<file path="src/rtl/lda_cmd_sched_pkg.sv">
// Shared definitions for the line-draw command scheduler: register map, FSM encoding, command record.
// No logic; latency and backpressure are properties of the modules that import this package.
package lda_cmd_sched_pkg;

    localparam logic [2:0] ADDR_X0     = 3'd0;
    localparam logic [2:0] ADDR_X1     = 3'd1;
    localparam logic [2:0] ADDR_Y0     = 3'd2;
    localparam logic [2:0] ADDR_Y1     = 3'd3;
    localparam logic [2:0] ADDR_COLOUR = 3'd4;
    localparam logic [2:0] ADDR_COMMIT = 3'd5;
    localparam logic [2:0] ADDR_CLR    = 3'd6;
    localparam logic [2:0] ADDR_STATUS = 3'd7;

    typedef enum logic [1:0] {
        ST_IDLE  = 2'd0,
        ST_LOAD  = 2'd1,
        ST_START = 2'd2,
        ST_WAIT  = 2'd3
    } state_t;

    localparam int X_W   = 9;
    localparam int Y_W   = 8;
    localparam int COL_W = 3;
    localparam int CMD_W = 2 * X_W + 2 * Y_W + COL_W;

    localparam int CMD_COL_LSB = 0;
    localparam int CMD_Y1_LSB  = CMD_COL_LSB + COL_W;
    localparam int CMD_Y0_LSB  = CMD_Y1_LSB + Y_W;
    localparam int CMD_X1_LSB  = CMD_Y0_LSB + Y_W;
    localparam int CMD_X0_LSB  = CMD_X1_LSB + X_W;

    // Field order matches the CMD_*_LSB offsets above (x0 in the MSBs).
    typedef struct packed {
        logic [X_W-1:0]   x0;
        logic [X_W-1:0]   x1;
        logic [Y_W-1:0]   y0;
        logic [Y_W-1:0]   y1;
        logic [COL_W-1:0] colour;
    } cmd_t;

    // Status flags sit directly above the CW-bit count field.
    localparam int STS_FULL_OFS  = 0;
    localparam int STS_EMPTY_OFS = 1;
    localparam int STS_BUSY_OFS  = 2;
    localparam int STS_OVF_OFS   = 3;

endpackage

</file>
<file path="src/rtl/lda_cmd_fifo.sv">
// Command FIFO, DEPTH entries of DW bits, synchronous push/pop with head always visible on dout.
// Latency: a push is visible on dout one edge later. Backpressure: a push when full without a pop is dropped and flagged.
module lda_cmd_fifo #(
    parameter int DEPTH = 4,
    parameter int CW    = 3,
    parameter int DW    = 37
) (
    input  logic          clock,
    input  logic          resetN,
    input  logic          push,
    input  logic          pop,
    input  logic [DW-1:0] din,
    output logic [DW-1:0] dout,
    output logic [CW-1:0] count,
    output logic          full,
    output logic          empty,
    output logic          push_drop
);

    localparam int AW = $clog2(DEPTH);

    logic [DW-1:0] mem [DEPTH];
    logic [AW-1:0] wr_ptr;
    logic [AW-1:0] rd_ptr;
    logic          push_ok;
    logic          pop_ok;

    assign full  = (count == CW'(DEPTH));
    assign empty = (count == '0);

    // A pop frees the slot in the same cycle, so full+push+pop is accepted.
    assign pop_ok    = pop && !empty;
    assign push_ok   = push && (!full || pop_ok);
    assign push_drop = push && !push_ok;

    assign dout = mem[rd_ptr];

    always_ff @(posedge clock or negedge resetN) begin
        if (!resetN) begin
            for (int i = 0; i < DEPTH; i++) begin
                mem[i] <= '0;
            end
            wr_ptr <= '0;
            rd_ptr <= '0;
            count  <= '0;
        end else begin
            if (push_ok) begin
                mem[wr_ptr] <= din;
                wr_ptr      <= wr_ptr + AW'(1);
            end
            if (pop_ok) begin
                rd_ptr <= rd_ptr + AW'(1);
            end
            case ({push_ok, pop_ok})
                2'b10:   count <= count + CW'(1);
                2'b01:   count <= count - CW'(1);
                default: count <= count;
            endcase
        end
    end

endmodule

</file>
<file path="src/rtl/lda_cmd_sched.sv">
// Line-draw command scheduler: bus-written staging, COMMIT queues a command, FSM issues one command at a time.
// Latency: COMMIT at edge N on an idle block gives lda_go between edges N+2 and N+3.
// Backpressure: engine paced by lda_done; commits beyond FIFO capacity are dropped and set sticky overflow.
module lda_cmd_sched
    import lda_cmd_sched_pkg::*;
#(
    parameter int DEPTH = 4,
    parameter int CW    = 3
) (
    input  logic        clock,
    input  logic        resetN,
    input  logic        wr_en,
    input  logic [2:0]  addr,
    input  logic [15:0] wdata,
    output logic [15:0] rd_data,
    input  logic        lda_done,
    output logic        lda_go,
    output logic [8:0]  lda_x0,
    output logic [8:0]  lda_x1,
    output logic [7:0]  lda_y0,
    output logic [7:0]  lda_y1,
    output logic [2:0]  lda_colour,
    output logic        busy,
    output logic        cmd_done
);

    cmd_t             stage;
    cmd_t             cmd_q;
    state_t           state_q;
    state_t           state_d;
    logic             overflow;
    logic             cmd_done_q;
    logic             commit;
    logic             clr;
    logic             fifo_pop;
    logic [CMD_W-1:0] fifo_dout;
    logic [CW-1:0]    fifo_count;
    logic             fifo_full;
    logic             fifo_empty;
    logic             fifo_drop;
    logic             unused_wdata;

    assign unused_wdata = ^wdata[15:9];

    assign commit = wr_en && (addr == ADDR_COMMIT);
    assign clr    = wr_en && (addr == ADDR_CLR);

    always_ff @(posedge clock or negedge resetN) begin
        if (!resetN) begin
            stage <= '0;
        end else if (wr_en) begin
            case (addr)
                ADDR_X0:     stage.x0     <= wdata[8:0];
                ADDR_X1:     stage.x1     <= wdata[8:0];
                ADDR_Y0:     stage.y0     <= wdata[7:0];
                ADDR_Y1:     stage.y1     <= wdata[7:0];
                ADDR_COLOUR: stage.colour <= wdata[2:0];
                default:     stage        <= stage;
            endcase
        end
    end

    lda_cmd_fifo #(
        .DEPTH (DEPTH),
        .CW    (CW),
        .DW    (CMD_W)
    ) u_fifo (
        .clock     (clock),
        .resetN    (resetN),
        .push      (commit),
        .pop       (fifo_pop),
        .din       (stage),
        .dout      (fifo_dout),
        .count     (fifo_count),
        .full      (fifo_full),
        .empty     (fifo_empty),
        .push_drop (fifo_drop)
    );

    always_ff @(posedge clock or negedge resetN) begin
        if (!resetN) begin
            overflow <= 1'b0;
        end else if (fifo_drop) begin
            overflow <= 1'b1;
        end else if (clr) begin
            overflow <= 1'b0;
        end
    end

    always_ff @(posedge clock or negedge resetN) begin
        if (!resetN) begin
            state_q <= ST_IDLE;
        end else begin
            state_q <= state_d;
        end
    end

    always_comb begin
        state_d  = state_q;
        fifo_pop = 1'b0;
        lda_go   = 1'b0;
        case (state_q)
            ST_IDLE: begin
                if (!fifo_empty) state_d = ST_LOAD;
            end
            ST_LOAD: begin
                fifo_pop = 1'b1;
                state_d  = ST_START;
            end
            ST_START: begin
                lda_go  = 1'b1;
                state_d = ST_WAIT;
            end
            ST_WAIT: begin
                if (lda_done) state_d = ST_IDLE;
            end
            default: state_d = ST_IDLE;
        endcase
    end

    // Engine-facing fields only move on the LOAD edge so they stay stable through START and WAIT.
    always_ff @(posedge clock or negedge resetN) begin
        if (!resetN) begin
            cmd_q      <= '0;
            cmd_done_q <= 1'b0;
        end else begin
            if (state_q == ST_LOAD) begin
                cmd_q <= cmd_t'(fifo_dout);
            end
            cmd_done_q <= (state_q == ST_WAIT) && lda_done;
        end
    end

    assign lda_x0     = cmd_q.x0;
    assign lda_x1     = cmd_q.x1;
    assign lda_y0     = cmd_q.y0;
    assign lda_y1     = cmd_q.y1;
    assign lda_colour = cmd_q.colour;
    assign cmd_done   = cmd_done_q;
    assign busy       = (state_q != ST_IDLE) || !fifo_empty;

    always_comb begin
        rd_data = '0;
        if (addr == ADDR_STATUS) begin
            rd_data[CW-1:0]             = fifo_count;
            rd_data[CW + STS_FULL_OFS]  = fifo_full;
            rd_data[CW + STS_EMPTY_OFS] = fifo_empty;
            rd_data[CW + STS_BUSY_OFS]  = busy;
            rd_data[CW + STS_OVF_OFS]   = overflow;
        end
    end

endmodule

</file>
<file path="config.mk">
export PLATFORM = sky130hd
export DESIGN_NAME = lda_cmd_sched
export DESIGN_NICKNAME = d
export VERILOG_FILES = /design/src/rtl/lda_cmd_sched_pkg.sv /design/src/rtl/lda_cmd_fifo.sv /design/src/rtl/lda_cmd_sched.sv
export SDC_FILE = /design/constraint.sdc
export NUM_CORES = 1
export LEC_CHECK = 0
export ABC_AREA = 1
export BUFFER_PORTS_ARGS = -buffer_cell sky130_fd_sc_hd__buf_2
export CAP_MARGIN = 40
export CORE_ASPECT_RATIO = 0.75
export CORE_MARGIN = 1
export CORE_UTILIZATION = 59
export CTS_CLUSTER_SIZE = 10
export DETAILED_ROUTE_END_ITERATION = 8
export GPL_TIMING_DRIVEN = 0
export PLACE_DENSITY = 0.78
export SLEW_MARGIN = 0
export SYNTH_ARGS = -nofsm -noshare
export SYNTH_HDL_FRONTEND = slang
export SYNTH_HIERARCHICAL = 1
export SYNTH_SLANG_ARGS = --single-unit
</file>
<file path="constraint.sdc">
create_clock -name clock -period 2.68 [get_ports clock]
set_input_delay 0.536 -clock clock [delete_from_list [all_inputs] [get_ports clock]]
set_output_delay 0.536 -clock clock [all_outputs]
set_load 0.03 [all_outputs]
</file>
# Word-level counts from Yosys, hierarchy flattened

Index checks and enable logic that the tools add are counted.

Add/sub/neg operators: 4
$lt $le $gt $ge: 3
Equality and inequality tests: 15
Multiplexer cells: 15
Bitwise operators: 2
Reductions and logical operators: 24

Operator list:

| cell                                          | count |
|---|---|
| bitwise mux 148 bit                           | 1 |
| two-way mux 37 bit                            | 3 |
| binary-select mux 37 bit (select 2 bit)       | 1 |
| demux 37 bit (select 2 bit)                   | 1 |
| == test 3 bit, second input constant          | 5 |
| AND reduction 2 bit                           | 6 |
| case mux 2 bit (4 select lines)               | 1 |
| logical AND 1 bit                             | 7 |
| two-way mux 7 bit                             | 1 |
| == test 2 bit, second input constant          | 3 |
| == test 3 x 2 -> 1 bit, second input constant | 2 |
| >= comparator 3 bit, second input constant    | 2 |
| zero test 3 bit                               | 2 |
| inverter 2 -> 3 bit                           | 2 |
| case mux 3 bit (2 select lines)               | 1 |
| nonzero test 2 bit                            | 3 |
| adder 2 x 1 -> 2 bit, second input constant   | 2 |
| == test 2 x 1 -> 1 bit, second input constant | 2 |
| two-way mux 1 bit                             | 4 |
| two-way mux 2 bit                             | 2 |
| inequality test 2 bit, second input constant  | 2 |
| adder 3 x 1 -> 3 bit, second input constant   | 1 |
| == test 3 x 1 -> 1 bit, second input constant | 1 |
| zero test 1 bit                               | 3 |
| other kinds (4)                               | 5 |

Flip-flop bits (word level): 233

# Logic depth before layout (Yosys ltp)

Word-level depth: 8
Gate-level depth with buffers: 13
Mapped depth without buffers: 12

# By module

The synthesis kept the hierarchy.

Modules (own cells, without submodules):

| module        | instances | cells an instance | area each (um^2) | seq. area each (um^2) |
|---|---|---|---|---|
| lda_cmd_fifo  | 1         | 916               | 7534.7           | 3878.7 |
| lda_cmd_sched | 1         | 381               | 3280.6           | 1951.9 |

# Worst setup path before layout

Ideal clock, no wire load.

Path kind: input to register
Start: input port addr[0]
End: register u_fifo.count[1]
Setup time: 0.083 ns
Data arrival time: 1.999 ns
Required time: 2.597 ns
Slack: 0.598 ns
Cell stages on the path: 8
Path buffers: 1
Cells stage by stage: inv_1 > nor3_1 > buf_2 > nand2_1 > ha_1 > inv_1 > fa_1 > o21ai_0

Word-level cells in the longest chain between the ends: 5
Elaborated cells on any way between the ends: 7
Classes of those cells: eq/ne: 3; mux: 1; reduce/logical: 3

RTL lines:

| what                                                                         | line                | source |
|---|---|---|
| start: declaration                                                           | lda_cmd_sched.sv:13 | `input logic [2:0] addr,` |
| == test 3 bit (*)                                                            | lda_cmd_sched.sv:45 | `assign commit = wr_en && (addr == ADDR_COMMIT);` |
| logical AND 1 bit (*)                                                        | lda_cmd_sched.sv:45 |  |
| named net commit                                                             | lda_cmd_sched.sv:33 | `logic commit;` |
| logical AND 1 bit (*)                                                        | lda_cmd_fifo.sv:33  | `assign push_ok = push && (!full \|\| pop_ok);` |
| == test 2 x 1 -> 1 bit / == test 2 bit (equally long branches)               | lda_cmd_fifo.sv:54  | `case ({push_ok, pop_ok})` |
| case mux 3 bit (2 select lines) / nonzero test 2 bit (equally long branches) | n/a                 |  |
| end signal: assignment                                                       | lda_cmd_fifo.sv:55  | `2'b10: count <= count + CW'(1);` |
| end signal: assignment                                                       | lda_cmd_fifo.sv:56  | `2'b01: count <= count - CW'(1);` |
| end signal: assignment                                                       | lda_cmd_fifo.sv:57  | `default: count <= count;` |
| end: declaration                                                             | lda_cmd_fifo.sv:14  | `output logic [CW-1:0] count,` |

Mark *: on every way through the listed nets, which the timed path passes. The rest lies on a longest branch.
A chain may end at the register's enable or synchronous reset.

# Worst setup path in the final report

Start: register state_q[1]
End: register u_fifo.count[2]

Word-level cells in the longest chain between the ends: 7
Elaborated cells on any way between the ends: 9
Classes of those cells: eq/ne: 3; mux: 2; reduce/logical: 4

RTL lines:

| what                                                                         | line                 | source |
|---|---|---|
| start: declaration                                                           | lda_cmd_sched.sv:29  | `state_t state_q;` |
| start signal: assignment                                                     | lda_cmd_sched.sv:94  | `state_q <= state_d;` |
| == test 2 x 1 -> 1 bit (*)                                                   | lda_cmd_sched.sv:102 | `case (state_q)` |
| two-way mux 1 bit (*)                                                        | lda_cmd_sched.sv:102 |  |
| named net fifo_pop                                                           | lda_cmd_sched.sv:35  | `logic fifo_pop;` |
| logical AND 1 bit (*)                                                        | lda_cmd_fifo.sv:32   | `assign pop_ok = pop && !empty;` |
| logical OR 1 bit                                                             | lda_cmd_fifo.sv:33   |  |
| logical AND 1 bit                                                            | lda_cmd_fifo.sv:33   |  |
| == test 2 x 1 -> 1 bit / == test 2 bit (equally long branches)               | lda_cmd_fifo.sv:54   |  |
| case mux 3 bit (2 select lines) / nonzero test 2 bit (equally long branches) | n/a                  |  |

Marks and branches as above.

==> key figures <==
Outcome
  – Outcome: finished clean

Worst setup path
  – FF-to-FF End: u_fifo/count[2]
  – WP data required: approximately 3.1 ns
  – Reg2reg path depth: 12
  – CP Max Fanout: 10
  – CP Launch Type: flip-flop
  – Launch point of the critical path: state_q[1]
  – R2r setup slk: roughly 0.26 ns
  – WP data arrival: 2.84 ns
  – Critical path's largest stage delay: about 0.40 ns
  – Worst reg2reg path startpoint: state_q[1]
  – Critical path buffers and inverters: 4
  – CP top delay family: adder cells
  – Most used cell, CP: inv_1
  – Worst path cell trace: inv_1, ha_1, inv_1, nand3_2, buf_2, nand2_1, ha_1, inv_1, fa_1, nand2_1, nand3b_1, xor2_1
  – Crit path capture type: flip-flop
  – Crit Path Category: flip-flop to flip-flop
  – Critical-path top delay cell: dfrtp_1

Final layout
  – Final nets: between 1k and 1.5k
  – Ratio of cells with drive above 1 in the final layout: 0.118
  – Layout fillers: roughly 1.5k
  – Ant diodes: 0
  – Multi-input logic area: around 4200 sq um
  – Register area: roughly 5800 sq um
  – P&R area growth vs syn: 12.7%
  – Post-route core utilization: 0.684
  – Final Instance Area: ~12000 sq um

Logic synthesis
  – Cell taking the most area after synthesis: dfrtp_1
  – Synth cell types: 27
  – Yosys top cell area share: 0.539
  – Netlist Area Pre-Place: around 11000 sq um
  – Cells after Synth: 1297
  – Synthesis-stage register bit count: about 230
  – Synth top area cells: dfrtp_1 54%, nand2_1 15%, nand4_1 8.6%, o21ai_0 5.2%, nor2_1 2.9%
  – Syn. warnings: 6
  – Seq/Total Area, Yosys: 0.539
  – Mean Syn Cell Area: between 8 and 9 sq um

Global route
  – Initial antenna violation count: 0
  – Largest net degree at the start of global routing: between 100 and 150
  – Number of global-route vias before repair: ~9.3k
  – Gr usage total: 0.344
  – First-pass GRT wire length: a little under 50000 um
  – GR Overflow Total: 0

STA
  – Fin Hold WS: roughly 0.051 ns
  – Max frequency: a little over 0.4 GHz
  – Final setup vio count: 0
  – Min Tclk post-route: about 2.4 ns
  – Period utilization: 0.903
  – Setup WS post-layout: about 0.26 ns
  – Fin. Hold Viols: 0
  – Slew margin rel.: 0.432
  – Setup Skew: 0.0153 ns
  – Worst Tran Pin Value: about 0.85 ns
  – Unrepaired setup endpoints after global routing: no
  – Max-slew violations: 0

Detailed routing
  – Post-route DRC: 0
  – Via count: 9953
  – Vias per Instance: 6.07
  – Antenna viol nets, final: 0
  – DRT iter0 DRCs: 1287
  – Post-Route WL: 31600 um
  – DR WL/cell: just under 20 um
  – Initial DRT Pass Iterations: 5

Power
  – PwrDens: roughly 1200 nW/um^2
  – Worst VDD drop: approximately 0.63 mV
  – Static leakage power: roughly 6.4 nW
  – Total Power: about 0.014 W

Clock network
  – Post_cts resized: 0
  – Setup bufs post-CTS: 0
  – H-tree depth: 1
  – Worst skew pair latency: roughly 0.53 ns
  – CTS buffer count: 27
  – Cts hold-fix bufs: 0
  – Clk slew on worst S/H paths: around 0.06 ns
  – Clk root buf: clkbuf_16
  – Max clock buf depth: 3
  – Clock Sinks: ~230
  – TritonCTS clock tree: built

Floorplan
  – Placeable Area: between 15000 and 20000 sq um
  – IO Pins: around 80
  – Die Span X: between 150 and 200 um
  – Row Count: between 40 and 50
  – Initial core utilization: 0.607
  – Die ar.: 18900 sq um
  – Die extent in y: 119 um

Placement
  – DP Area: about 11000 sq um
  – Post-DP HPWL: around 21000 um
  – I/O Buffers: 62
  – DP Worst Slack: just under 0.2 ns
  – Placer Congestion: about 0.91

Job
  – Max cap viols: 0

Hold path
  – Hold Path Class: input pin to asynchronous set/reset pin
## power by group
group          leakage [nW]  switching [W]  internal (W)
combinational          2.97        0.00388       0.00160
sequential             3.08       0.000800       0.00475
clock                 0.343        0.00133       0.00177
## layout by cell type, fill, tap and decap left out
master / instances
nand2_1: 443
dfrtp_1: 233
nand4_1: 148
o21ai_0: 113
buf_2: 94
nor2_1: 84
inv_1: 68
clkbuf_1: 37
o22ai_1: 37
nand3_1: 33
clkbuf_16: 27
buf_4: 26
buf_1: 10
ha_1: 9
conb_1: 9
nand2_2: 3
nor2_2: 3
nand3_4: 3
nor3_1: 2
nand3_2: 2
xor2_1: 2
xnor2_1: 2
a21oi_1: 1
nand2_4: 1
inv_6: 1
clkinv_4: 1
buf_8: 1
buf_16: 1
inv_2: 1
buf_6: 1
nand3b_1: 1
fa_1: 1
## registers in the layout, indices dropped and copies added (netlist names), 2 cells and up
register       count
stage             37
lda_y1             8
state_q            2
u_fifo/count       3
lda_colour         3
lda_x1             9
u_fifo/mem       148
lda_y0             8
lda_x0             9
u_fifo/wr_ptr      2
u_fifo/rd_ptr      2
## layer usage
metal	GRT usage	vias up	part of all wire
li1	-	4475	-
met1	0.513	4736	0.42
met2	0.504	652	0.44
met3	0.0582	90	0.12
met4	0.123	0	0.029
met5	0	-	0
## metrics by stage
stage | cells | setup TNS (ns)
floorplan | 1305 | 0
global placement | 1609 | -695.54
detailed placement | 1610 | 0
CTS | 1640 | 0
finish | 1640 | 0
global route | 1640 | 0
## how the worst max path moves through the flow
| stage | endpoint | slack [ns] | cells after the start |
|---|---|---|---|
| after floorplan | u_fifo/count[1] | 0.60 | 8 |
| after global placement | lda_x1[1] | -3.00 | 1 |
| after detailed placement | u_fifo/count[2] | 0.19 | 12 |
| after CTS | u_fifo/count[2] | 0.28 | 12 |
| after global routing | u_fifo/count[2] | 0.12 | 12 |
| final | u_fifo/count[2] | 0.26 | 12 |
## cells by family (layout without fill, tap and decap cells)
logic type / Yosys count / count (layout) / synth area share
other: 1 / 9 / 0.000347
adders and majority gates: 10 / 10 / 0.0123
xor gates and xnor gates: 4 / 4 / 0.00324
DFF: 233 / 233 / 0.539
buffers and inverters: 175 / 268 / 0.0743
and+or+nand+nor: 723 / 723 / 0.297
AOI/OAI and AO/OA: 151 / 151 / 0.0742
## cell usage after synthesis, drive strengths merged
| cell | instances |
|---|---|
| xnor2 | 2 |
| nand2 | 447 |
| o21ai | 113 |
| dfrtp | 233 |
| nand4 | 148 |
| nor3 | 2 |
| ha | 9 |
| nor2 | 87 |
| clkbuf | 36 |
| nand3b | 1 |
| nand3 | 38 |
| inv | 69 |
| a21oi | 1 |
| buf | 70 |
| fa | 1 |
| conb | 1 |
| xor2 | 2 |
| o22ai | 37 |
## area by class of cell
cell class | instances | share of cell area
clock buffers | 28 | 0.0557
plain buffers | 106 | 0.0446
flip-flops and latches | 233 | 0.478
repair buffers | 63 | 0.0285
multi-input cells | 897 | 0.345
well taps | 242 | 0.0248
inverters | 69 | 0.0212
clock inverters | 2 | 0.00144
## worst register-to-register path: stages (launching register included)
cell	delay [ns]
dfrtp_1	0.40
inv_1	0.08
ha_1	0.26
inv_1	0.10
nand3_2	0.12
buf_2	0.24
nand2_1	0.15
ha_1	0.18
inv_1	0.07
fa_1	0.39
nand2_1	0.09
nand3b_1	0.09
xor2_1	0.15
Power figures use the tool's default switching activity.
